$ cat config.mk
export PLATFORM = sky130hd
export DESIGN_NAME = counter_sched
export DESIGN_NICKNAME = d
export VERILOG_FILES = /design/src/rtl/counter_sched_pkg.sv /design/src/rtl/counter_sched_rr_arb2.sv /design/src/rtl/counter_sched.sv
export SDC_FILE = /design/constraint.sdc
export NUM_CORES = 1
export LEC_CHECK = 0
export BUFFER_PORTS_ARGS = -buffer_cell sky130_fd_sc_hd__buf_2
export CORE_MARGIN = 1
export CORE_UTILIZATION = 40
export DETAILED_ROUTE_END_ITERATION = 16
export PLACE_DENSITY = 0.74
export RECOVER_POWER = 50
export SYNTH_ARGS = -nofsm -noshare
export SYNTH_HDL_FRONTEND = slang
export SYNTH_HIERARCHICAL = 1
export SYNTH_SLANG_ARGS = --single-unit
$ cat constraint.sdc
create_clock -name clk -period 4.5 [get_ports clk]
set_input_delay 0.45 -clock clk [delete_from_list [all_inputs] [get_ports clk]]
set_output_delay 0.45 -clock clk [all_outputs]
set_load 0.005 [all_outputs]
$ cat src/rtl/counter_sched_pkg.sv
// Shared definitions for the counter slice scheduler: counter mode codes,
// scheduler state encoding and the wrap-detection rule.
package counter_sched_pkg;

  localparam logic [1:0] MODE_UP1  = 2'd0;
  localparam logic [1:0] MODE_DN1  = 2'd1;
  localparam logic [1:0] MODE_DN3  = 2'd2;
  localparam logic [1:0] MODE_LOAD = 2'd3;

  typedef enum logic [1:0] {
    ST_IDLE = 2'd0,
    ST_LOAD = 2'd1,
    ST_RUN  = 2'd2,
    ST_CAPT = 2'd3
  } state_e;

  // A step wraps when the pre-update Q is about to roll past 15 or below 0.
  function automatic logic wrap_hit(input logic [1:0] mode, input logic [3:0] q);
    logic hit;
    hit = 1'b0;
    case (mode)
      MODE_UP1: hit = (q == 4'd15);
      MODE_DN1: hit = (q == 4'd0);
      MODE_DN3: hit = (q <= 4'd2);
      default:  hit = 1'b0;
    endcase
    return hit;
  endfunction

endpackage

$ cat src/rtl/counter_sched_rr_arb2.sv
// Two-way round-robin grant: a lone valid wins, a tie goes to the requester
// that was not granted last.
module rr_arb2 (
  input  logic valid0_i,
  input  logic valid1_i,
  input  logic last_grant_i,
  output logic gnt0_o,
  output logic gnt1_o
);

  always_comb begin
    gnt0_o = 1'b0;
    gnt1_o = 1'b0;
    if (valid0_i && valid1_i) begin
      gnt0_o = last_grant_i;
      gnt1_o = !last_grant_i;
    end else begin
      gnt0_o = valid0_i;
      gnt1_o = valid1_i;
    end
  end

endmodule

$ cat src/rtl/counter_sched.sv
// Round-robin scheduler that sequences one 4-bit counter slice through
// preload/step commands and reports the final Q and wrap count per requester.
module counter_sched
  import counter_sched_pkg::*;
#(
  parameter int STEPS_W = 8
) (
  input  logic               clk,
  input  logic               reset,
  input  logic               req0_valid,
  output logic               req0_ready,
  input  logic [1:0]         req0_mode,
  input  logic               req0_preload,
  input  logic [3:0]         req0_d,
  input  logic [STEPS_W-1:0] req0_steps,
  input  logic               req1_valid,
  output logic               req1_ready,
  input  logic [1:0]         req1_mode,
  input  logic               req1_preload,
  input  logic [3:0]         req1_d,
  input  logic [STEPS_W-1:0] req1_steps,
  output logic               cnt_enable,
  output logic [1:0]         cnt_mode,
  output logic [3:0]         cnt_d,
  input  logic [3:0]         cnt_q,
  output logic               busy,
  output logic               done,
  output logic               done_id,
  output logic [3:0]         result,
  output logic [STEPS_W-1:0] wraps
);

  function automatic logic [STEPS_W-1:0] sat_inc(input logic [STEPS_W-1:0] v);
    return (v == {STEPS_W{1'b1}}) ? v : v + 1'b1;
  endfunction

  state_e             state_q, state_d;
  logic               last_grant_q, last_grant_d;
  logic [1:0]         mode_q, mode_d;
  logic [3:0]         d_q, d_d;
  logic [STEPS_W-1:0] steps_q, steps_d;
  logic [STEPS_W-1:0] wcnt_q, wcnt_d;
  logic               id_q, id_d;
  logic               done_q, done_d;
  logic               done_id_q, done_id_d;
  logic [3:0]         result_q, result_d;
  logic [STEPS_W-1:0] wraps_q, wraps_d;

  logic               gnt0, gnt1, accept;
  logic [1:0]         sel_mode;
  logic               sel_pre;
  logic [3:0]         sel_d;
  logic [STEPS_W-1:0] sel_steps;

  rr_arb2 u_arb (
    .valid0_i     (req0_valid),
    .valid1_i     (req1_valid),
    .last_grant_i (last_grant_q),
    .gnt0_o       (gnt0),
    .gnt1_o       (gnt1)
  );

  assign req0_ready = (state_q == ST_IDLE) && gnt0;
  assign req1_ready = (state_q == ST_IDLE) && gnt1;
  assign accept     = req0_ready || req1_ready;

  assign sel_mode  = gnt1 ? req1_mode    : req0_mode;
  assign sel_pre   = gnt1 ? req1_preload : req0_preload;
  assign sel_d     = gnt1 ? req1_d       : req0_d;
  assign sel_steps = gnt1 ? req1_steps   : req0_steps;

  always_comb begin
    state_d      = state_q;
    last_grant_d = last_grant_q;
    mode_d       = mode_q;
    d_d          = d_q;
    steps_d      = steps_q;
    wcnt_d       = wcnt_q;
    id_d         = id_q;
    done_d       = 1'b0;
    done_id_d    = done_id_q;
    result_d     = result_q;
    wraps_d      = wraps_q;
    cnt_enable   = 1'b0;
    cnt_mode     = MODE_UP1;
    cnt_d        = 4'd0;

    case (state_q)
      ST_IDLE: begin
        if (accept) begin
          id_d         = gnt1;
          last_grant_d = gnt1;
          mode_d       = sel_mode;
          d_d          = sel_d;
          steps_d      = sel_steps;
          wcnt_d       = '0;
          if (sel_pre || (sel_mode == MODE_LOAD)) state_d = ST_LOAD;
          else if (sel_steps != '0)               state_d = ST_RUN;
          else                                    state_d = ST_CAPT;
        end
      end
      ST_LOAD: begin
        cnt_enable = 1'b1;
        cnt_mode   = MODE_LOAD;
        cnt_d      = d_q;
        if ((mode_q == MODE_LOAD) || (steps_q == '0)) state_d = ST_CAPT;
        else                                           state_d = ST_RUN;
      end
      ST_RUN: begin
        cnt_enable = 1'b1;
        cnt_mode   = mode_q;
        if (wrap_hit(mode_q, cnt_q)) wcnt_d = sat_inc(wcnt_q);
        steps_d = steps_q - 1'b1;
        if (steps_q == {{(STEPS_W-1){1'b0}}, 1'b1}) state_d = ST_CAPT;
      end
      ST_CAPT: begin
        // Q is still valid here; the counter clears it on this same edge.
        done_d    = 1'b1;
        done_id_d = id_q;
        result_d  = cnt_q;
        wraps_d   = wcnt_q;
        state_d   = ST_IDLE;
      end
      default: state_d = ST_IDLE;
    endcase
  end

  always_ff @(posedge clk) begin
    if (reset) begin
      state_q      <= ST_IDLE;
      last_grant_q <= 1'b1;
      mode_q       <= MODE_UP1;
      d_q          <= 4'd0;
      steps_q      <= '0;
      wcnt_q       <= '0;
      id_q         <= 1'b0;
      done_q       <= 1'b0;
      done_id_q    <= 1'b0;
      result_q     <= 4'd0;
      wraps_q      <= '0;
    end else begin
      state_q      <= state_d;
      last_grant_q <= last_grant_d;
      mode_q       <= mode_d;
      d_q          <= d_d;
      steps_q      <= steps_d;
      wcnt_q       <= wcnt_d;
      id_q         <= id_d;
      done_q       <= done_d;
      done_id_q    <= done_id_d;
      result_q     <= result_d;
      wraps_q      <= wraps_d;
    end
  end

  assign busy    = (state_q != ST_IDLE);
  assign done    = done_q;
  assign done_id = done_id_q;
  assign result  = result_q;
  assign wraps   = wraps_q;

endmodule

==> results.cfg, run 1 <==
[critical_path]
cp-end-kind = flip-flop
criticalPathCategory = flip-flop to flip-flop
start_kind = flip-flop
cp.arrival_ps = 2990
cp_max_fo = 36
crit_chain = inv_1 -> ha_1 -> nor2_1 -> nor2_1 -> nand4_1 -> o32ai_1
cp_common_cell = nor2_1
max_stage_delay_ps = 890
crit_slowest_cell = ha_1
required_ps = 4700

[floorplanning]
start_util = 0.414
die_area_um2 = 6000
fp.coreArea_um2 = 5510
die_h_um = 77.5
die_w_um = 77.5
ios = 62
row_count = 27

[routing]
num_vias = 2165
wl_um = 5310
drc = 0
vias_per_cell = 5.48
drt_iter0_drc = 137
wl_per_cell_um = 13.5
final_antenna_net_count = 0
first_pass_iters = 4

[power]
p_leak_nw = 1.12
p_seq_frac = 0.316
clock_power_share = 0.266
ir_drop_uv = 211
pwr-share-comb = 0.418
p_sw_frac = 0.374
switchingPower_mw = 0.575
powerDensity_nw_per_um2 = 552
p_int_mw = 0.961

[placed_design]
io_buffers = 61
place_inst = 387
place_congestion = 0.903
hpwl_um = 3840

[finish]
final_cells = 395
area_growth_pct = 22.1
fill_cells = 542
drive_gt1_frac = 0.223
nets = 369
diodes = 0
final_common_cell = buf_2
final_cell_mix = buf_2, dfxtp_1, nor2_1

[logic_synthesis]
synth_cell_types = 46
synth_edf_count = 0
synth_top_cell_by_area = dfxtp_1
synth_seq_area_share = 0.352
yosys.area_share.simple = 0.227
synthTopCellsByArea = dfxtp_1, mux2i_1, ha_1
syn_inst = 268
synth_compound_area_frac = 0.199
synthesis.nets = 315
yosysWarningCount = 6
synth-main-ff-cell = dfxtp_1
syn_area_um2 = 2280
syn_avg_cell_area_um2 = 8.50
synth_top_family_by_area = simple AND/OR/NAND/NOR gates
synth.area.mux_share = 0.129
synth_top_area_frac = 0.352
synth-seq-cells = 40
synth_fa_ha_area_frac = 0.0495
synthArstFlopShare = 0
synth_xor_area_frac = 0

[grt]
antenna_found_initial = 0
grt_first_pass_wirelength_um = 8720
grt_usage = 0.181
first_global_vias = 1943
grt_overflow_total = 0
grt_start_max_net_pins = 46

[timing]
fmax_mhz = 358
fin_setup_tns_ps = 0
tightest_slew_ps = 1080
period_needed_ps = 2790
fin_skew_ps = 6.32
final-hold-violation-count = 0
setup_violations = 0
min_period_over_period = 0.621
rsz0062_at_grt = no
slew_headroom = 0.280
slew_viol_final = 0

[clock_tree]
clock_tree.root_cell = clkbuf_8
tritoncts = yes
cts.htree.levels = 2
cts_buffers = 5
cts_buffer_depth = 2
clk-insertion-delay-late_ps = 290
cts_hold_buf = 0
clock-sinks = 40
cts_resized = 0
clkTransAtPathRegs_ps = 80
cts_setup_buffers = 0

[flow_run]
max_cap_violations = 0

[worst_hold_path]
min_path_type = primary input to flip-flop

[outcome]
status = finished clean
==> cell families after synthesis <==
family,count (synthesis)
simple gates,99
compound gates,65
mux,29
fa+ha+maj,9
flops,40
buf+inv,26
==> final cells by class <==
class                      count  area, um2  area share
inverter                      10       37.5      0.0135
multi-input combinational    202       1380       0.496
clock inverter                 3       90.1      0.0324
clock buffer                   5       68.8      0.0248
sequential                    40        801       0.288
tap                           72       90.1      0.0324
timing repair buffer          63        313       0.113
==> critical path, delay by kind of cell (launching register included) <==
kind	cells	cell delay, ps
AND/OR/NAND/NOR	3	1050
adder cells (fa/ha/maj)	1	890
flip-flops	1	350
AO/OA/AOI/OAI	1	290
buffers and inverters	1	110
==> cell usage after synthesis, types with 8 or more instances <==
master,n
dfxtp_1,40
nor2_1,28
mux2i_1,26
nand2_1,19
clkbuf_1,14
a211oi_1,13
a21oi_1,13
inv_1,10
ha_1,9
o21ai_0,8
==> power groups by stage <==
stage               registers [mW]  logic [mW]  clock network, mW
CTS                          0.485       0.641              0.414
global placement             0.487       0.627                  0
finish                       0.486       0.642              0.408
detailed placement           0.492       0.637                  0
global route                 0.494       0.711              0.433
floorplan                    0.475       0.477                  0
==> flip-flops by register name, indices dropped and copies added (netlist names) <==
signal	flops
d_q	4
done	1
done_id	1
id_q	1
last_grant_q	1
mode_q	2
result	4
state_q	2
steps_q	8
wcnt_q	8
wraps	8
==> layer usage <==
metal,vias to the layer above,GRT usage,share of wire
met1,1004,0.222,0.47
li1,1094,-,-
met4,0,0.0755,0.012
met5,-,0,0
met2,61,0.297,0.47
met3,6,0.0471,0.044
==> path summary, 6_finish.rpt <==
| check | from | to | slack (ps) | depth (start not counted) |
|---|---|---|---|---|
| setup / recovery | state_q[0] | wcnt_q[1] | 1710 | 6 |
| hold / removal | cnt_q[0] | result[0] | 430 | 3 |
| hold reg to reg | steps_q[6] | steps_q[6] | 480 | 2 |
| setup reg to reg | state_q[0] | wcnt_q[1] | 1710 | 6 |
==> metrics by stage <==
step / util / worst slack, ps / power (mW) / hold slack, ps / instance area [um2]
6_report: 0.505 / 1710 / 1.54 / 431 / 2780
5_1_grt: 0.505 / 1390 / 1.64 / 441 / 2780
4_1_cts: 0.506 / 1750 / 1.54 / 421 / 2790
3_5_place_dp: 0.477 / 1750 / 1.13 / 467 / 2630
3_3_place_gp: 0.477 / 1860 / 1.11 / 461 / 2630
2_1_floorplan: - / 2620 / 0.951 / 444 / 2280
(Power assumes the default switching activity.)
==> run 2: changes to the inputs <==
--- a/config.mk
+++ b/config.mk
@@ -5,11 +5,12 @@
 export SDC_FILE = /design/constraint.sdc
 export NUM_CORES = 1
 export LEC_CHECK = 0
+export ABC_AREA = 1
 export BUFFER_PORTS_ARGS = -buffer_cell sky130_fd_sc_hd__buf_2
 export CORE_MARGIN = 1
 export CORE_UTILIZATION = 40
 export DETAILED_ROUTE_END_ITERATION = 16
-export PLACE_DENSITY = 0.74
+export PLACE_DENSITY = 0.76
 export RECOVER_POWER = 50
 export SYNTH_ARGS = -nofsm -noshare
 export SYNTH_HDL_FRONTEND = slang
==> constraint.sdc (replaced) <==
create_clock -name clk -period 2.4 [get_ports clk]
set_input_delay 0.24 -clock clk [delete_from_list [all_inputs] [get_ports clk]]
set_output_delay 0.24 -clock clk [all_outputs]
set_load 0.005 [all_outputs]
==> run 2 against run 1 <==
Against the previous run:
- worst setup slack got worse by 1400 ps
- first-iteration DRC count fell by 42%
- clock skew rose by 1.8 ps
- fmax rose by 33%
- global-route usage rose by 0.58 points
- critical path depth rose by 3
- cell count rose by 29%
- synthesized cell count rose by 41%
- sequential share of layout area rose by 0.091 points
- clock power rose by 2%
- via count rose by 12%
- sequential cell count did not move
- highest routed layer unchanged
==> results.cfg, run 2 <==
[logic_synthesis]
synth-main-ff-cell = dfxtp_1
synth_top_area_frac = 0.340
synth_seq_area_share = 0.340
synthArstFlopShare = 0
synth-seq-cells = 40
synth_top_cell_by_area = dfxtp_1
syn_inst = 378
synth_cell_types = 28
synthesis.nets = 425
yosysWarningCount = 6
synth_common_cells = nand2_1, inv_1, nor2_1
syn_avg_cell_area_um2 = 6.23
synthTopCellsByArea = dfxtp_1, nand2_1, inv_1
syn_area_um2 = 2350
synth_edf_count = 0
synth.most_common_cell = nand2_1

[critical_path]
r2r-end = wcnt_q[1]
start_kind = flip-flop
required_ps = 2590
cp-end-kind = flip-flop
cp_max_fo = 18
reg2reg_slack_ps = 310
criticalPathCategory = flip-flop to flip-flop
max_stage_delay_ps = 340
endpoint = wcnt_q[1]
cp.arrival_ps = 2290
crit_chain = inv_1 -> ha_1 -> nand2_1 -> nand2_4 -> inv_4 -> o21ai_2 -> nand3_2 -> a21oi_1 -> nor2_1
crit_slowest_cell = dfxtp_1
reg2regPathDepth = 9
rr_startpoint = state_q[0]
cp-startpoint = state_q[0]

[clock_tree]
cts_setup_buffers = 0
cts_hold_buf = 0
tritoncts = yes
cts_resized = 0
cts_buffer_depth = 2
cts_buffers = 5
clock-sinks = 40
clock_tree.root_cell = clkbuf_8
clkTransAtPathRegs_ps = 80
cts.htree.levels = 2
clk-insertion-delay-late_ps = 290

[finish]
drive_gt1_frac = 0.163
final_common_cell = nand2_1
diodes = 0
nets = 483
regArea_um2 = 801
fill_cells = 567
multi_input_area_um2 = 1260
final_cell_mix = nand2_1, inv_1, buf_2
area_growth_pct = 17.8
utilization = 0.497
final_area_um2 = 2770
final_cells = 508

[routing]
drt-met1-wl_um = 2600
wl_um = 5460
first_pass_iters = 4
drt_iter0_drc = 80
met2WireLength_um = 2520
wl_per_cell_um = 10.8
routed.top_layer = met4
num_vias = 2435
wl_met3_um = 276
drc = 0
final_antenna_net_count = 0
vias_per_cell = 4.79

[timing]
fin_skew_ps = 8.08
rsz0062_at_grt = no
period_needed_ps = 2090
tightest_slew_ps = 685
fmax_mhz = 478
min_period_over_period = 0.872
slew_headroom = 0.544
fin_setup_tns_ps = 0
setup_violations = 0
final-hold-violation-count = 0
slew_viol_final = 0

[floorplanning]
die_h_um = 78.7
start_util = 0.422
row_count = 27
die_w_um = 78.7
die_area_um2 = 6190
ios = 62
fp.coreArea_um2 = 5570

[flow_run]
max_cap_violations = 0

[worst_hold_path]
min_path_type = primary input to flip-flop

[placed_design]
io_buffers = 61
hpwl_um = 4110
dpl_cell_area_um2 = 2710
place_congestion = 0.844
place_inst = 501

[grt]
grt_first_pass_wirelength_um = 9420
grt_start_max_net_pins = 25
grt_usage = 0.187
antenna_found_initial = 0
grt_overflow_total = 0
first_global_vias = 2211

[power]
powerDensity_nw_per_um2 = 1040
ir_drop_uv = 508
p_total_mw = 2.89
p_leak_nw = 1.47

[outcome]
status = finished clean
-- run 2: final cells by class --
cell class                      instances  share of cell area
Clock buffer                            6              0.0262
Clock inverter                          1             0.00181
Sequential cell                        40               0.289
Multi-Input combinational cell        268               0.456
Tap cell                               72              0.0325
Timing Repair Buffer                   65               0.118
Inverter                               56              0.0767
-- run 2: through the flow --
step / hold slack (ps) / worst slack, ps
floorplan: 375 / 819
global placement: 453 / 425
detailed placement: 454 / 362
CTS: 199 / 352
global route: 211 / 132
finish: 203 / 307
-- run 2: kinds of logic after synthesis --
| logic type | after synthesis | synth area share |
|---|---|---|
| buffers and inverters | 70 | 0.122 |
| adders and majority gates | 9 | 0.0478 |
| xor gates and xnor gates | 2 | 0.00744 |
| DFF | 40 | 0.340 |
| AOI/OAI and AO/OA | 69 | 0.153 |
| and+or+nand+nor | 188 | 0.330 |
-- run 2: worst min path at each step --
stage                     startpoint          to  slack (ps)  depth (start not counted)
final                       cnt_q[0]   result[0]         200                          3
after global routing        cnt_q[3]   result[3]         210                          3
after CTS                   cnt_q[0]   result[0]         200                          3
after detailed placement  steps_q[5]  steps_q[5]         450                          2
after global placement    steps_q[5]  steps_q[5]         450                          2
after floorplan             cnt_q[0]   result[0]         370                          2
-- run 2: power breakdown --
group / switching (mW) / internal (mW)
Combinational: 0.949 / 0.535
Sequential: 0.139 / 0.849
Clock: 0.221 / 0.198
Total: 1.31 / 1.58
-- run 2: critical path, delay by kind of cell (launching register included) --
kind | cells | cell delay [ps]
and+or+nand+nor | 4 | 730
AOI/OAI and AO/OA | 2 | 470
DFF | 1 | 340
adders and majority gates | 1 | 270
buffers and inverters | 2 | 180
-- run 2: layer usage --
metal / vias to the layer above / global-route usage
met3: 8 / 0.0448
met5: - / 0
met4: 0 / 0.0574
li1: 1301 / -
met1: 1062 / 0.232
met2: 64 / 0.317
==> run 3: changes to the inputs <==
--- a/config.mk
+++ b/config.mk
@@ -5,12 +5,13 @@
 export SDC_FILE = /design/constraint.sdc
 export NUM_CORES = 1
 export LEC_CHECK = 0
-export ABC_AREA = 1
 export BUFFER_PORTS_ARGS = -buffer_cell sky130_fd_sc_hd__buf_2
+export CELL_PAD_IN_SITES_DETAIL_PLACEMENT = 1
+export CELL_PAD_IN_SITES_GLOBAL_PLACEMENT = 1
 export CORE_MARGIN = 1
-export CORE_UTILIZATION = 40
+export CORE_UTILIZATION = 35
 export DETAILED_ROUTE_END_ITERATION = 16
-export PLACE_DENSITY = 0.76
+export PLACE_DENSITY = 0.87
 export RECOVER_POWER = 50
 export SYNTH_ARGS = -nofsm -noshare
 export SYNTH_HDL_FRONTEND = slang
==> run 3 against run 2 <==
Against the previous run:
- largest power group unchanged
- critical path type unchanged
- clock-buffer cell count fell by 1
- sequential share of layout area barely moved
- first-iteration DRC count is 38% higher
- fmax is 0.93% higher
- cell count shrank 20%
==> results.cfg, run 3 (synthesized netlist as in run 1, its figures left out) <==
[outcome]
status = finished clean

[timing]
fin_setup_tns_ps = 0
tightest_slew_ps = 1030
setup_violations = 0
fin_skew_ps = 6.03
fmax_mhz = 482
slew_headroom = 0.314
whs_ps = 225
period_needed_ps = 2070
min_period_over_period = 0.864
worst_slack_ps = 326
slew_viol_final = 0
rsz0062_at_grt = no
final-hold-violation-count = 0

[placed_design]
place_inst = 398
preCtsSetupSlack_ps = 402
place_congestion = 0.809
hpwl_um = 4740
io_buffers = 61

[clock_tree]
cts.htree.levels = 2
tritoncts = yes
cts_resized = 0
clock-sinks = 40
cts_buffer_depth = 2
cts_buffers = 5
cts_hold_buf = 0
clock_tree.root_cell = clkbuf_8
clk-insertion-delay-late_ps = 300
cts_setup_buffers = 0
clkTransAtPathRegs_ps = 80

[routing]
num_vias = 2234
wl_per_cell_um = 15.9
wl_um = 6450
drt_iter0_drc = 110
final_antenna_net_count = 0
first_pass_iters = 4
drc = 0
vias_per_cell = 5.50

[power]
clock_power_share = 0.200
ir_drop_uv = 323
p_int_mw = 1.62
pwr-share-comb = 0.472
powerDensity_nw_per_um2 = 1010
p_leak_nw = 1.08
p_sw_frac = 0.421
switchingPower_mw = 1.18
p_seq_frac = 0.328

[finish]
fill_cells = 804
drive_gt1_frac = 0.210
final_common_cell = buf_2
nets = 375
final_cells = 406
final_cell_mix = buf_2, dfxtp_1, nor2_1
area_growth_pct = 21.5
diodes = 0

[grt]
grt_first_pass_wirelength_um = 10600
antenna_found_initial = 0
grt_start_max_net_pins = 46
grt_usage = 0.203
first_global_vias = 2240
grt_overflow_total = 0

[critical_path]
cp_max_fo = 8
cp.arrival_ps = 2280
cp-end-kind = flip-flop
criticalPathCategory = flip-flop to flip-flop
start_kind = flip-flop
required_ps = 2600

[floorplanning]
die_area_um2 = 6830
start_util = 0.361
die_h_um = 82.7
die_w_um = 82.7
fp.coreArea_um2 = 6310
ios = 62
row_count = 29

[flow_run]
max_cap_violations = 0

[worst_hold_path]
min_path_type = primary input to flip-flop
-- run 3: cell type report --
cell class,count,area [um2],share of cell area
clock buffers,5,68.8,0.0249
clock inverters,3,42.5,0.0154
inverters,10,37.5,0.0136
multi-input cells,202,1380,0.499
flip-flops and latches,40,801,0.289
well taps,77,96.3,0.0348
repair buffers,69,342,0.123
-- run 3: path summary, 6_finish.rpt --
| check | startpoint | endpoint | slack [ps] | cells after the start |
|---|---|---|---|---|
| max reg2reg | state_q[0] | wcnt_q[1] | 330 | 7 |
| min reg2reg | steps_q[6] | steps_q[6] | 490 | 2 |
| min | cnt_q[1] | result[1] | 230 | 3 |
| max | state_q[0] | wcnt_q[1] | 330 | 7 |
-- run 3: per-stage QoR --
stage / util / cell area, um2 / power [mW]
4_1_cts: 0.442 / 2790 / 2.83
2_1_floorplan: - / 2280 / 1.78
3_5_place_dp: 0.424 / 2680 / 2.24
6_report: 0.438 / 2770 / 2.80
3_3_place_gp: 0.424 / 2680 / 2.17
5_1_grt: 0.438 / 2770 / 3.02
-- run 3: power groups by stage --
stage / combinational [mW] / sequential, mW / clock [mW]
global placement: 1.26 / 0.912 / 0
CTS: 1.33 / 0.916 / 0.582
finish: 1.32 / 0.920 / 0.562
floorplan: 0.894 / 0.890 / 0
detailed placement: 1.31 / 0.929 / 0
global route: 1.47 / 0.939 / 0.614
-- run 3: worst max-delay path, cell delays in order (launching register included) --
cell and delay [ps]:
dfxtp_1 410, inv_1 120, ha_1 280, inv_1 140, nor3_1 80, nor2_1 430, nand4_1 250, o32ai_1 280
-- run 3: layer usage --
metal  part of all wire  up-vias  GRT usage
met5                  0        -          0
li1                   -     1105          -
met2               0.50       51      0.348
met4             0.0092        0     0.0517
met1               0.45     1072      0.257
met3              0.036        6     0.0407
